[config.mk]
export PLATFORM = sky130hd
export DESIGN_NAME = font_rom_arbiter_flat
export DESIGN_NICKNAME = d
export VERILOG_FILES = /design/src/rtl/font_rom_arbiter_if.sv /design/src/rtl/font_rom_arbiter.sv /design/src/flat_wrapper.sv
export SDC_FILE = /design/constraint.sdc
export NUM_CORES = 1
export LEC_CHECK = 0
export BUFFER_PORTS_ARGS = -buffer_cell sky130_fd_sc_hd__buf_2
export CORE_UTILIZATION = 45
export DETAILED_ROUTE_END_ITERATION = 10
export PLACE_DENSITY = 0.82
export SYNTH_ARGS = -nofsm -noshare
export SYNTH_HDL_FRONTEND = slang
export SYNTH_SLANG_ARGS = --single-unit
[constraint.sdc]
create_clock -name clk -period 2.9 [get_ports clk]
set_input_delay 0.58 -clock clk [delete_from_list [all_inputs] [get_ports clk]]
set_output_delay 0.58 -clock clk [all_outputs]
set_load 0.05 [all_outputs]
[src/rtl/font_rom_arbiter_if.sv]
// Requester-side bus of the font ROM arbiter: per-requester request/address,
// combinational one-hot grant, and the routed response (one-hot valid plus
// the shared data bus).
interface font_rom_arbiter_if #(
   parameter int NUM_REQ = 3,
   parameter int ADDR_W  = 6,
   parameter int DATA_W  = 3
);
   logic [NUM_REQ-1:0]        req;
   logic [NUM_REQ*ADDR_W-1:0] req_addr;
   logic [NUM_REQ-1:0]        gnt;
   logic [NUM_REQ-1:0]        rsp_valid;
   logic [DATA_W-1:0]         rsp_data;

   modport master (
      output req, req_addr,
      input  gnt, rsp_valid, rsp_data
   );

   modport slave (
      input  req, req_addr,
      output gnt, rsp_valid, rsp_data
   );
endinterface

[src/rtl/font_rom_arbiter.sv]
// font_rom_arbiter: shares one registered-read font ROM between NUM_REQ glyph
// fetchers. One grant per clock, response two cycles after the grant, always
// returned in grant order.
// Build option: FONT_ARB_FIXED_PRIORITY_EN selects fixed priority (lowest
// index wins, no rotation pointer); default is round-robin.
module font_rom_arbiter #(
   parameter int NUM_REQ = 3,
   parameter int ADDR_W  = 6,
   parameter int DATA_W  = 3
) (
   input  logic              clk,
   input  logic              reset,
   font_rom_arbiter_if.slave bus,
   output logic [ADDR_W-1:0] rom_addr,
   input  logic [DATA_W-1:0] rom_data
);
   localparam int IDX_W = $clog2(NUM_REQ);

   logic [NUM_REQ-1:0] gnt_c;
   logic [IDX_W-1:0]   gnt_idx;
   logic               gnt_any;
   logic [ADDR_W-1:0]  addr_c;
   logic               tag1_v;
   logic [IDX_W-1:0]   tag1_idx;
   logic [NUM_REQ-1:0] rsp_valid_q;

`ifdef FONT_ARB_FIXED_PRIORITY_EN
   // Fixed priority pick: lowest requesting index wins; held off during reset.
   always_comb begin
      gnt_c   = '0;
      gnt_idx = '0;
      gnt_any = 1'b0;
      if (!reset) begin
         for (int i = 0; i < NUM_REQ; i++) begin
            if (!gnt_any && bus.req[i]) begin
               gnt_any  = 1'b1;
               gnt_c[i] = 1'b1;
               gnt_idx  = IDX_W'(i);
            end
         end
      end
   end
`else
   logic [IDX_W-1:0] rr_ptr;

   // Round-robin pick: first pass covers indices at/above rr_ptr, second pass
   // wraps around to the low indices.
   always_comb begin
      gnt_c   = '0;
      gnt_idx = '0;
      gnt_any = 1'b0;
      if (!reset) begin
         for (int i = 0; i < NUM_REQ; i++) begin
            if (!gnt_any && bus.req[i] && (IDX_W'(i) >= rr_ptr)) begin
               gnt_any  = 1'b1;
               gnt_c[i] = 1'b1;
               gnt_idx  = IDX_W'(i);
            end
         end
         for (int i = 0; i < NUM_REQ; i++) begin
            if (!gnt_any && bus.req[i]) begin
               gnt_any  = 1'b1;
               gnt_c[i] = 1'b1;
               gnt_idx  = IDX_W'(i);
            end
         end
      end
   end

   // Pointer moves just past the winner; held when nobody is granted.
   always_ff @(posedge clk) begin
      if (reset) begin
         rr_ptr <= '0;
      end else if (gnt_any) begin
         rr_ptr <= (gnt_idx == IDX_W'(NUM_REQ-1)) ? '0 : gnt_idx + IDX_W'(1);
      end
   end
`endif

   // Address mux driven by the one-hot grant.
   always_comb begin
      addr_c = '0;
      for (int i = 0; i < NUM_REQ; i++) begin
         if (gnt_c[i]) addr_c = bus.req_addr[i*ADDR_W +: ADDR_W];
      end
   end

   // Issue/return pipeline: stage 1 tags the ROM access, stage 2 is the
   // one-hot valid aligned with the ROM's registered output.
   always_ff @(posedge clk) begin
      if (reset) begin
         rom_addr    <= '0;
         tag1_v      <= 1'b0;
         tag1_idx    <= '0;
         rsp_valid_q <= '0;
      end else begin
         if (gnt_any) rom_addr <= addr_c;
         tag1_v      <= gnt_any;
         tag1_idx    <= gnt_idx;
         rsp_valid_q <= tag1_v ? (NUM_REQ'(1) << tag1_idx) : '0;
      end
   end

   assign bus.gnt       = gnt_c;
   assign bus.rsp_valid = rsp_valid_q;
   assign bus.rsp_data  = rom_data;
endmodule

[src/flat_wrapper.sv]
// flat-port wrapper written by rule: the top's interface ports become plain ports
module font_rom_arbiter_flat 
#(
   parameter int NUM_REQ = 3,
   parameter int ADDR_W  = 6,
   parameter int DATA_W  = 3
)
  (clk, reset, rom_addr, rom_data, bus_req, bus_req_addr, bus_gnt, bus_rsp_valid, bus_rsp_data);
  font_rom_arbiter_if #(.NUM_REQ(NUM_REQ), .ADDR_W(ADDR_W), .DATA_W(DATA_W)) bus_i ();
  input  logic clk;
  input  logic reset;
  output logic [ADDR_W-1:0] rom_addr;
  input  logic [DATA_W-1:0] rom_data;
  input wire logic [$bits(bus_i.req)-1:0] bus_req;
  input wire logic [$bits(bus_i.req_addr)-1:0] bus_req_addr;
  output wire logic [$bits(bus_i.gnt)-1:0] bus_gnt;
  output wire logic [$bits(bus_i.rsp_valid)-1:0] bus_rsp_valid;
  output wire logic [$bits(bus_i.rsp_data)-1:0] bus_rsp_data;
  assign bus_i.req = bus_req;
  assign bus_i.req_addr = bus_req_addr;
  assign bus_gnt = bus_i.gnt;
  assign bus_rsp_valid = bus_i.rsp_valid;
  assign bus_rsp_data = bus_i.rsp_data;
  font_rom_arbiter #(.NUM_REQ(NUM_REQ), .ADDR_W(ADDR_W), .DATA_W(DATA_W)) u_core (.clk(clk), .reset(reset), .bus(bus_i), .rom_addr(rom_addr), .rom_data(rom_data));
endmodule
==> results_dict.tcl, run 1 <==
set metrics [dict create \
    p_int_uw 322 \
    p_leak_nw 0.461 \
    grt_usage_pct 21.1 \
    placed_area_sq_um 863 \
    r2r_slack_ns 1.15 \
    whs_ns 0.469 \
    ctsResizeCount 0 \
    synth_edf_count 0 \
    synthToLayoutAreaGrowth_pct 24.6 \
    die_h_um 42.1 \
    io_pins 41 \
    initial_core_util_pct 47.9 \
    core_area_sq_um 1510 \
    worstRegToRegCells 4 \
    hold_violations 0 \
    cts_hold_buffers 0 \
    htree_levels 1 \
    firstDrtPassIters 4 \
    finalNetCount 132 \
    cp_slowest_cell "o2111a_1" \
    setup_violations 0 \
    fin_crit_ns 2.27 \
    vias 714 \
    fillers 126 \
    tightest_slew_ns 0.772 \
    dpl.hpwl_mm 1.30 \
    dp_slack_ns 0.626 \
    fin_skew_ns 0.00482 \
    ir_worst_vdd_v 0.000267 \
    r2r-start "u_core.rr_ptr[1]" \
    avgRoutedWirePerCell_um 14.7 \
    critical_path.max_stage_delay_ns 0.39 \
    grt_max_degree 15 \
    clockBufferDepth 2 \
    synth_warnings 0 \
    crit_path_cell_trace "buf_2 > inv_1 > o2111a_1 > buf_2" \
    num_antenna_cells 0 \
    design_area_sq_um 900 \
    placed_cells 117 \
    worstReg2RegEnd "u_core.rom_addr[5]" \
    crit_top_cell "buf_2" \
    fmax_mhz 441 \
    antenna_found_initial 0 \
    cts_tree "built" \
    crit_path_max_fanout 14 \
    grt_pass1_wl_mm 2.79 \
    layout-drive-gt1-share_pct 49.5 \
    rsz0062_at_grt "no" \
    clock-sinks 14 \
    min_delay_path_depth 1 \
    layout.cells.most_common "buf_2" \
    whs_endpoint "u_core.bus.rsp_valid[2]" \
    critPathKind "input pin to output port" \
    path_buf_inv 3 \
    ys.flop_type "dfxtp_1" \
    critPathArrivalTime_ns 1.69 \
    ys_async_sr_fraction_pct 0 \
    slew_violations 0 \
    via_per_inst 5.90 \
    register_area_sq_um 280 \
    setup_slack_ns 0.632 \
    sw_frac_of_total_pct 31.4 \
    start_kind "input pin" \
    ys_types 26 \
    p_clk_share_pct 31.1 \
    finalCritPeriodShare_pct 78.2 \
    ys_seq_area_share_pct 38.8 \
    postCtsSetupRepairBufs 0 \
    die_w_um 42.1 \
    netlist_area_sq_um 722 \
    powerDensity_nw_per_um2 522 \
    cts-root-buf "clkbuf_4" \
    fin_cells 121 \
    power_frac_seq_pct 44.9 \
    slew_headroom_pct 48.0 \
    grt_overflow 0 \
    avgSynthCellArea_sq_um 9.89 \
    hp-start "u_core.tag1_idx[0]" \
    netlist_instances 73 \
    dieArea_sq_um 1770 \
    outcome "completed" \
    layout_common_cells "34 x buf_2, 15 x nor2_1, 14 x dfxtp_1, 6 x a22o_1, 6 x o221a_2" \
    multi_input_area_sq_um 378 \
    cts_buffers 3 \
    fin_tns_setup_ns 0 \
    power_frac_comb_pct 24.0 \
    clkTransAtPathRegs_ns 0.08 \
    synth_nets 99 \
    cpLargestDelayFamily "buffers and inverters" \
    cap_violations 0 \
    synth_seq_cells 14 \
    routed_wl_mm 1.78 \
    row_count 14 \
    crit_path_end_kind "output port" \
    drt_iter0_drc 23 \
    io_buffer_count 34 \
    p_sw_uw 147 \
    clock_latency_ns 0.29 \
    place.gp.congestion 0.813 \
    crit_required_ns 2.32 \
    drc_errors 0 \
    grt_pass1_vias 648 \
    antenna_left 0 \
    min_path_type "flop to flop" \
]
per-stage QoR:
| stage | util (%) | power, mW |
|---|---|---|
| after floorplan | - | 0.305 |
| after global placement | 57.3 | 0.324 |
| after detailed placement | 57.3 | 0.327 |
| after CTS | 59.7 | 0.469 |
| after global routing | 59.7 | 0.486 |
| final | 59.7 | 0.469 |
synth_stat cells (2+ instances only):
cell type  instances  area (sq um)
o211a_1            2          20.0
o221a_2            6          67.6
a22o_1             6          52.6
o2111a_1           2          22.5
nor2_1            15          56.3
a21oi_1            3          15.0
nor4bb_1           2          20.0
buf_4              4          30.0
buf_6              2          22.5
inv_1              2          7.51
dfxtp_1           14           280
state kept, by name, summed over array words and instances, names as in the netlist:
register and count:
u_core.rr_ptr 2, u_core.rom_addr 6, u_core.tag1_v 1, u_core.tag1_idx 2
u_core.bus.rsp_valid 3
how the worst max path moves through the flow:
| stage | depth (start not counted) | start | to | slack [ns] |
|---|---|---|---|---|
| after detailed placement | 4 | reset | bus_gnt[1] | 0.63 |
| after floorplan | 3 | bus_req[2] | bus_gnt[0] | 0.51 |
| after global placement | 4 | reset | bus_gnt[1] | 0.69 |
| after CTS | 4 | reset | bus_gnt[1] | 0.64 |
| final | 4 | reset | bus_gnt[1] | 0.63 |
| after global routing | 4 | reset | bus_gnt[1] | 0.59 |
worst reg2reg max path, stage by stage, from the launching register on:
cell and delay, ns:
dfxtp_1 0.37, and2b_4 0.30, a31oi_1 0.08, o21ai_0 0.62, o221a_2 0.32
logic make-up (layout without fill, tap and decap cells):
family	after synthesis	count (layout)	share of synthesized area [%]
compound gates	25	25	33.3
buf+inv	9	41	8.84
flops	14	14	38.8
simple gates	25	25	19.1
per-layer routing:
| layer | GRT usage, % | routed length (um) | vias to the layer above |
|---|---|---|---|
| li1 | - | - | 339 |
| met1 | 25.4 | 731 | 325 |
| met2 | 34.1 | 834 | 45 |
| met3 | 3.02 | 167 | 5 |
| met4 | 15.6 | 43 | 0 |
| met5 | 0 | 0 | - |
power by group through the flow:
stage	Combinational [mW]	Clock, mW	Sequential [mW]
after floorplan	0.0652	0	0.240
after global placement	0.110	0	0.214
after detailed placement	0.112	0	0.215
after CTS	0.113	0.145	0.211
after global routing	0.120	0.154	0.212
final	0.113	0.146	0.211
cell type report:
class	instances	share of cell area, %
sequential	14	31.2
tap	16	2.23
inverter	2	0.834
timing repair buffer	35	19.7
clock buffer	4	4.03
multi-input combinational	50	42.0
No activity file was read; power rests on OpenSTA's default activity.
==> inputs of run 2 (changes only) <==
--- a/config.mk
+++ b/config.mk
@@ -6,9 +6,9 @@
 export NUM_CORES = 1
 export LEC_CHECK = 0
 export BUFFER_PORTS_ARGS = -buffer_cell sky130_fd_sc_hd__buf_2
-export CORE_UTILIZATION = 45
+export CORE_UTILIZATION = 42
 export DETAILED_ROUTE_END_ITERATION = 10
-export PLACE_DENSITY = 0.82
+export PLACE_DENSITY = 0.77
 export SYNTH_ARGS = -nofsm -noshare
 export SYNTH_HDL_FRONTEND = slang
 export SYNTH_SLANG_ARGS = --single-unit
==> constraint.sdc (replaced) <==
create_clock -name clk -period 2.15 [get_ports clk]
set_input_delay 0.43 -clock clk [delete_from_list [all_inputs] [get_ports clk]]
set_output_delay 0.43 -clock clk [all_outputs]
set_load 0.05 [all_outputs]
==> results_dict.tcl, run 2 (same netlist as run 1, synthesis figures left out) <==
set metrics [dict create \
    outcome "complete, but fails checks" \
    violations "design-rule violations" \
    die_w_um 43.5 \
    crit_required_ns 1.72 \
    via_per_inst 5.39 \
    rsz0062_at_grt "no" \
    clockBufferDepth 2 \
    powerDensity_nw_per_um2 690 \
    io_buffer_count 34 \
    routed_wl_mm 1.63 \
    setup_violations 0 \
    vias 658 \
    grt_usage_pct 18.7 \
    num_antenna_cells 0 \
    critPathKind "flop to output port" \
    postCtsSetupRepairBufs 0 \
    drt_iter0_drc 18 \
    antenna_left 0 \
    avgRoutedWirePerCell_um 13.4 \
    ir_worst_vdd_v 0.000360 \
    ctsResizeCount 0 \
    layout_common_cells "34 x buf_2, 15 x nor2_1, 14 x dfxtp_1, 6 x a22o_1, 6 x o221a_2" \
    fin_crit_ns 2.05 \
    dpl.hpwl_mm 1.21 \
    io_pins 41 \
    grt_overflow 0 \
    cap_violations 0 \
    finalNetCount 133 \
    min_path_type "input pin to flop" \
    grt_pass1_wl_mm 2.59 \
    cts_hold_buffers 0 \
    tightest_slew_ns 0.719 \
    start_kind "flop" \
    p_leak_nw 0.466 \
    antenna_found_initial 0 \
    htree_levels 1 \
    firstDrtPassIters 7 \
    place.gp.congestion 0.821 \
    clock-sinks 14 \
    grt_pass1_vias 604 \
    fin_skew_ns 0.00612 \
    drc_errors 6 \
    power.total_uw 626 \
    core_area_sq_um 1560 \
    synthToLayoutAreaGrowth_pct 25.6 \
    cts_buffers 3 \
    clock_latency_ns 0.28 \
    cts-root-buf "clkbuf_4" \
    cts_tree "built" \
    initial_core_util_pct 46.3 \
    regMostFlops "u_core.rom_addr" \
    row_count 14 \
    crit_path_max_fanout 6 \
    critPathArrivalTime_ns 1.62 \
    layout-drive-gt1-share_pct 50.0 \
    die_h_um 43.5 \
    slew_violations 0 \
    fin_tns_setup_ns 0 \
    grt_max_degree 15 \
    clkTransAtPathRegs_ns 0.09 \
    largest_register_ffs 6 \
    dieArea_sq_um 1890 \
    slew_headroom_pct 51.6 \
    crit_path_end_kind "output port" \
    finalCritPeriodShare_pct 95.3 \
    fmax_mhz 488 \
    layout.cells.most_common "buf_2" \
    hold_violations 0 \
]
==> run 2: changes by cell type in the layout (fill, tap and decap cells not counted), sizes merged <==
cell / before / now
buf: 35 / 36
==> run 2: path summary, 6_finish.rpt <==
path                            from                      end  slack [ns]  cells past startpoint
setup / recovery    u_core.rr_ptr[0]               bus_gnt[0]        0.10                      3
hold reg to reg   u_core.tag1_idx[0]  u_core.bus.rsp_valid[2]        0.45                      1
hold / removal      bus_req_addr[17]       u_core.rom_addr[5]        0.42                      2
setup reg to reg    u_core.rr_ptr[1]       u_core.rom_addr[3]        0.46                      4
==> run 2: area by class of cell <==
class                           instances  area (sq um)
Tap cell                               16          20.0
Inverter                                2          7.51
Sequential cell                        14           280
Fill cell                             141           652
Clock buffer                            4          36.3
Timing Repair Buffer                   36           185
Multi-Input combinational cell         50           378
==> run 2: critical path, cell delays in order, from the launching register on <==
cell and delay, ns:
dfxtp_1 0.42, and3b_2 0.25, a2111oi_4 0.34, buf_2 0.32
==> run 2: through the flow <==
step / instance area (sq um) / setup slack [ns] / cells / utilization [%] / hold WS [ns]
2_1_floorplan: 722 / 0.0344 / 73 / - / 0.413
3_3_place_gp: 871 / 0.231 / 118 / 55.9 / 0.428
3_5_place_dp: 871 / 0.239 / 118 / 55.9 / 0.437
4_1_cts: 907 / 0.102 / 122 / 58.2 / 0.416
5_1_grt: 907 / 0.0149 / 122 / 58.2 / 0.419
6_report: 907 / 0.101 / 122 / 58.2 / 0.419
==> run 2: report_power, final <==
group	switching, mW	internal [mW]
Clock	0.0878	0.103
Combinational	0.0951	0.0575
Sequential	0.00837	0.274
Total	0.191	0.435
==> run 2: metal layers <==
layer	up-vias	wire [um]	GRT usage [%]
li1	340	-	-
met1	292	773	26.3
met2	24	730	27.3
met3	2	107	1.67
met4	0	22	12.5
met5	-	0	0
==> inputs of run 3 (changes only) <==
--- a/config.mk
+++ b/config.mk
@@ -6,9 +6,10 @@
 export NUM_CORES = 1
 export LEC_CHECK = 0
 export BUFFER_PORTS_ARGS = -buffer_cell sky130_fd_sc_hd__buf_2
-export CORE_UTILIZATION = 42
+export CORE_UTILIZATION = 45
 export DETAILED_ROUTE_END_ITERATION = 10
-export PLACE_DENSITY = 0.77
+export GPL_TIMING_DRIVEN = 0
+export PLACE_DENSITY = 0.82
 export SYNTH_ARGS = -nofsm -noshare
 export SYNTH_HDL_FRONTEND = slang
 export SYNTH_SLANG_ARGS = --single-unit
==> constraint.sdc (replaced) <==
create_clock -name clk -period 2.6 [get_ports clk]
set_input_delay 0.52 -clock clk [delete_from_list [all_inputs] [get_ports clk]]
set_output_delay 0.52 -clock clk [all_outputs]
set_load 0.05 [all_outputs]
==> results_dict.tcl, run 3 (same netlist as run 1, synthesis figures left out) <==
set metrics [dict create \
    outcome "completed" \
    drc_errors 0 \
    cts-root-buf "clkbuf_4" \
    cpLargestDelayFamily "compound AO/OA/AOI/OAI gates" \
    ctsResizeCount 0 \
    cts_tree "built" \
    setup_violations 0 \
    layout_common_cells "36 x buf_2, 15 x nor2_1, 14 x dfxtp_1, 6 x a22o_1, 6 x o221a_2" \
    fin_util_pct 62.7 \
    routed_wl_mm 1.65 \
    finalCritPeriodShare_pct 91.7 \
    drt_iter0_drc 13 \
    layout-drive-gt1-share_pct 51.8 \
    layout.cells.most_common "buf_2" \
    fin_tns_setup_ns 0 \
    rsz0062_at_grt "no" \
    initial_core_util_pct 47.9 \
    crit_path_max_fanout 8 \
    fin_skew_ns 0.00319 \
    dieArea_sq_um 1770 \
    crit_path_end_kind "output port" \
    dp_slack_ns 0.289 \
    htree_levels 1 \
    clockBufferDepth 2 \
    min_delay_path_depth 1 \
    num_antenna_cells 0 \
    fin_crit_ns 2.39 \
    fmax_mhz 419 \
    die_w_um 42.1 \
    crit_required_ns 2.08 \
    clock_latency_ns 0.28 \
    regMostFlops "u_core.rom_addr" \
    start_kind "flop" \
    grt_max_degree 11 \
    antenna_found_initial 0 \
    setup_slack_ns 0.215 \
    firstDrtPassIters 4 \
    io_pins 41 \
    die_h_um 42.1 \
    critPathArrivalTime_ns 1.87 \
    grt_pass1_vias 614 \
    slew_violations 0 \
    avgRoutedWirePerCell_um 12.9 \
    grt_overflow 0 \
    cts_hold_buffers 0 \
    io_buffer_count 36 \
    power.total_uw 493 \
    grt_usage_pct 20.5 \
    antenna_left 0 \
    crit_path_cell_trace "and3b_2 > a2111oi_4 > buf_2" \
    hold_violations 0 \
    vias 699 \
    cts_buffers 3 \
    worstRegToRegCells 4 \
    finalNetCount 140 \
    slew_headroom_pct 49.3 \
    core_area_sq_um 1510 \
    critPathKind "flop to output port" \
    place.gp.congestion 0.875 \
    p_leak_nw 0.489 \
    ir_worst_vdd_v 0.000332 \
    grt_pass1_wl_mm 2.68 \
    hp-start "u_core.tag1_idx[1]" \
    row_count 14 \
    cap_violations 0 \
    clkTransAtPathRegs_ns 0.07 \
    r2r_slack_ns 0.88 \
    path_buf_inv 1 \
    worstReg2RegEnd "u_core.rom_addr[1]" \
    powerDensity_nw_per_um2 522 \
    clock-sinks 14 \
    synthToLayoutAreaGrowth_pct 30.8 \
    min_path_type "flop to flop" \
    whs_endpoint "u_core.bus.rsp_valid[0]" \
    tightest_slew_ns 0.753 \
    critical_path.max_stage_delay_ns 0.56 \
    cp_slowest_cell "a2111oi_4" \
    via_per_inst 5.46 \
    r2r-start "u_core.rr_ptr[1]" \
    postCtsSetupRepairBufs 0 \
    largest_register_ffs 6 \
]
[run 3: cell types whose count changed in the layout (fill, tap and decap cells not counted), sizes merged]
cell and change:
buf +6
[run 3: area by class of cell]
type / count / area [sq um]
repair buffers: 36 / 180
inverters: 2 / 7.51
multi-input cells: 50 / 378
fillers: 133 / 562
well taps: 16 / 20.0
plain buffers: 7 / 56.3
clock buffers: 3 / 22.5
flip-flops and latches: 14 / 280
[run 3: layer usage]
metal	up-vias	track usage [%]	part of all wire [%]	wire, um
met1	312	25.1	46	753
met3	4	3.88	5.2	85
met2	28	32.2	47	779
li1	355	-	-	-
met4	0	14.4	1.9	31
met5	-	0	0	0
[run 3: worst max path at each step]
stage | start | to | slack (ns) | cells after the start
after global placement | bus_req[2] | bus_gnt[0] | 0.30 | 4
final | u_core.rr_ptr[0] | bus_gnt[0] | 0.21 | 3
after global routing | u_core.rr_ptr[0] | bus_gnt[0] | 0.09 | 3
after detailed placement | bus_req[1] | bus_gnt[0] | 0.29 | 4
after CTS | u_core.rr_ptr[0] | bus_gnt[0] | 0.23 | 3
after floorplan | bus_req[2] | bus_gnt[0] | 0.33 | 3
[run 3: per-stage QoR]
step	cell area [sq um]	hold WS, ns	cells
after floorplan	722	0.413	73
after global placement	922	0.425	125
after detailed placement	922	0.441	125
after CTS	945	0.453	128
after global routing	945	0.471	128
final	945	0.451	128
[run 3: power by group]
group / total (mW) / switching (mW) / internal (mW) / leakage [nW]
Clock: 0.117 / 0.0634 / 0.0537 / 0.0138
Combinational: 0.142 / 0.0887 / 0.0535 / 0.360
Sequential: 0.234 / 0.00711 / 0.227 / 0.115
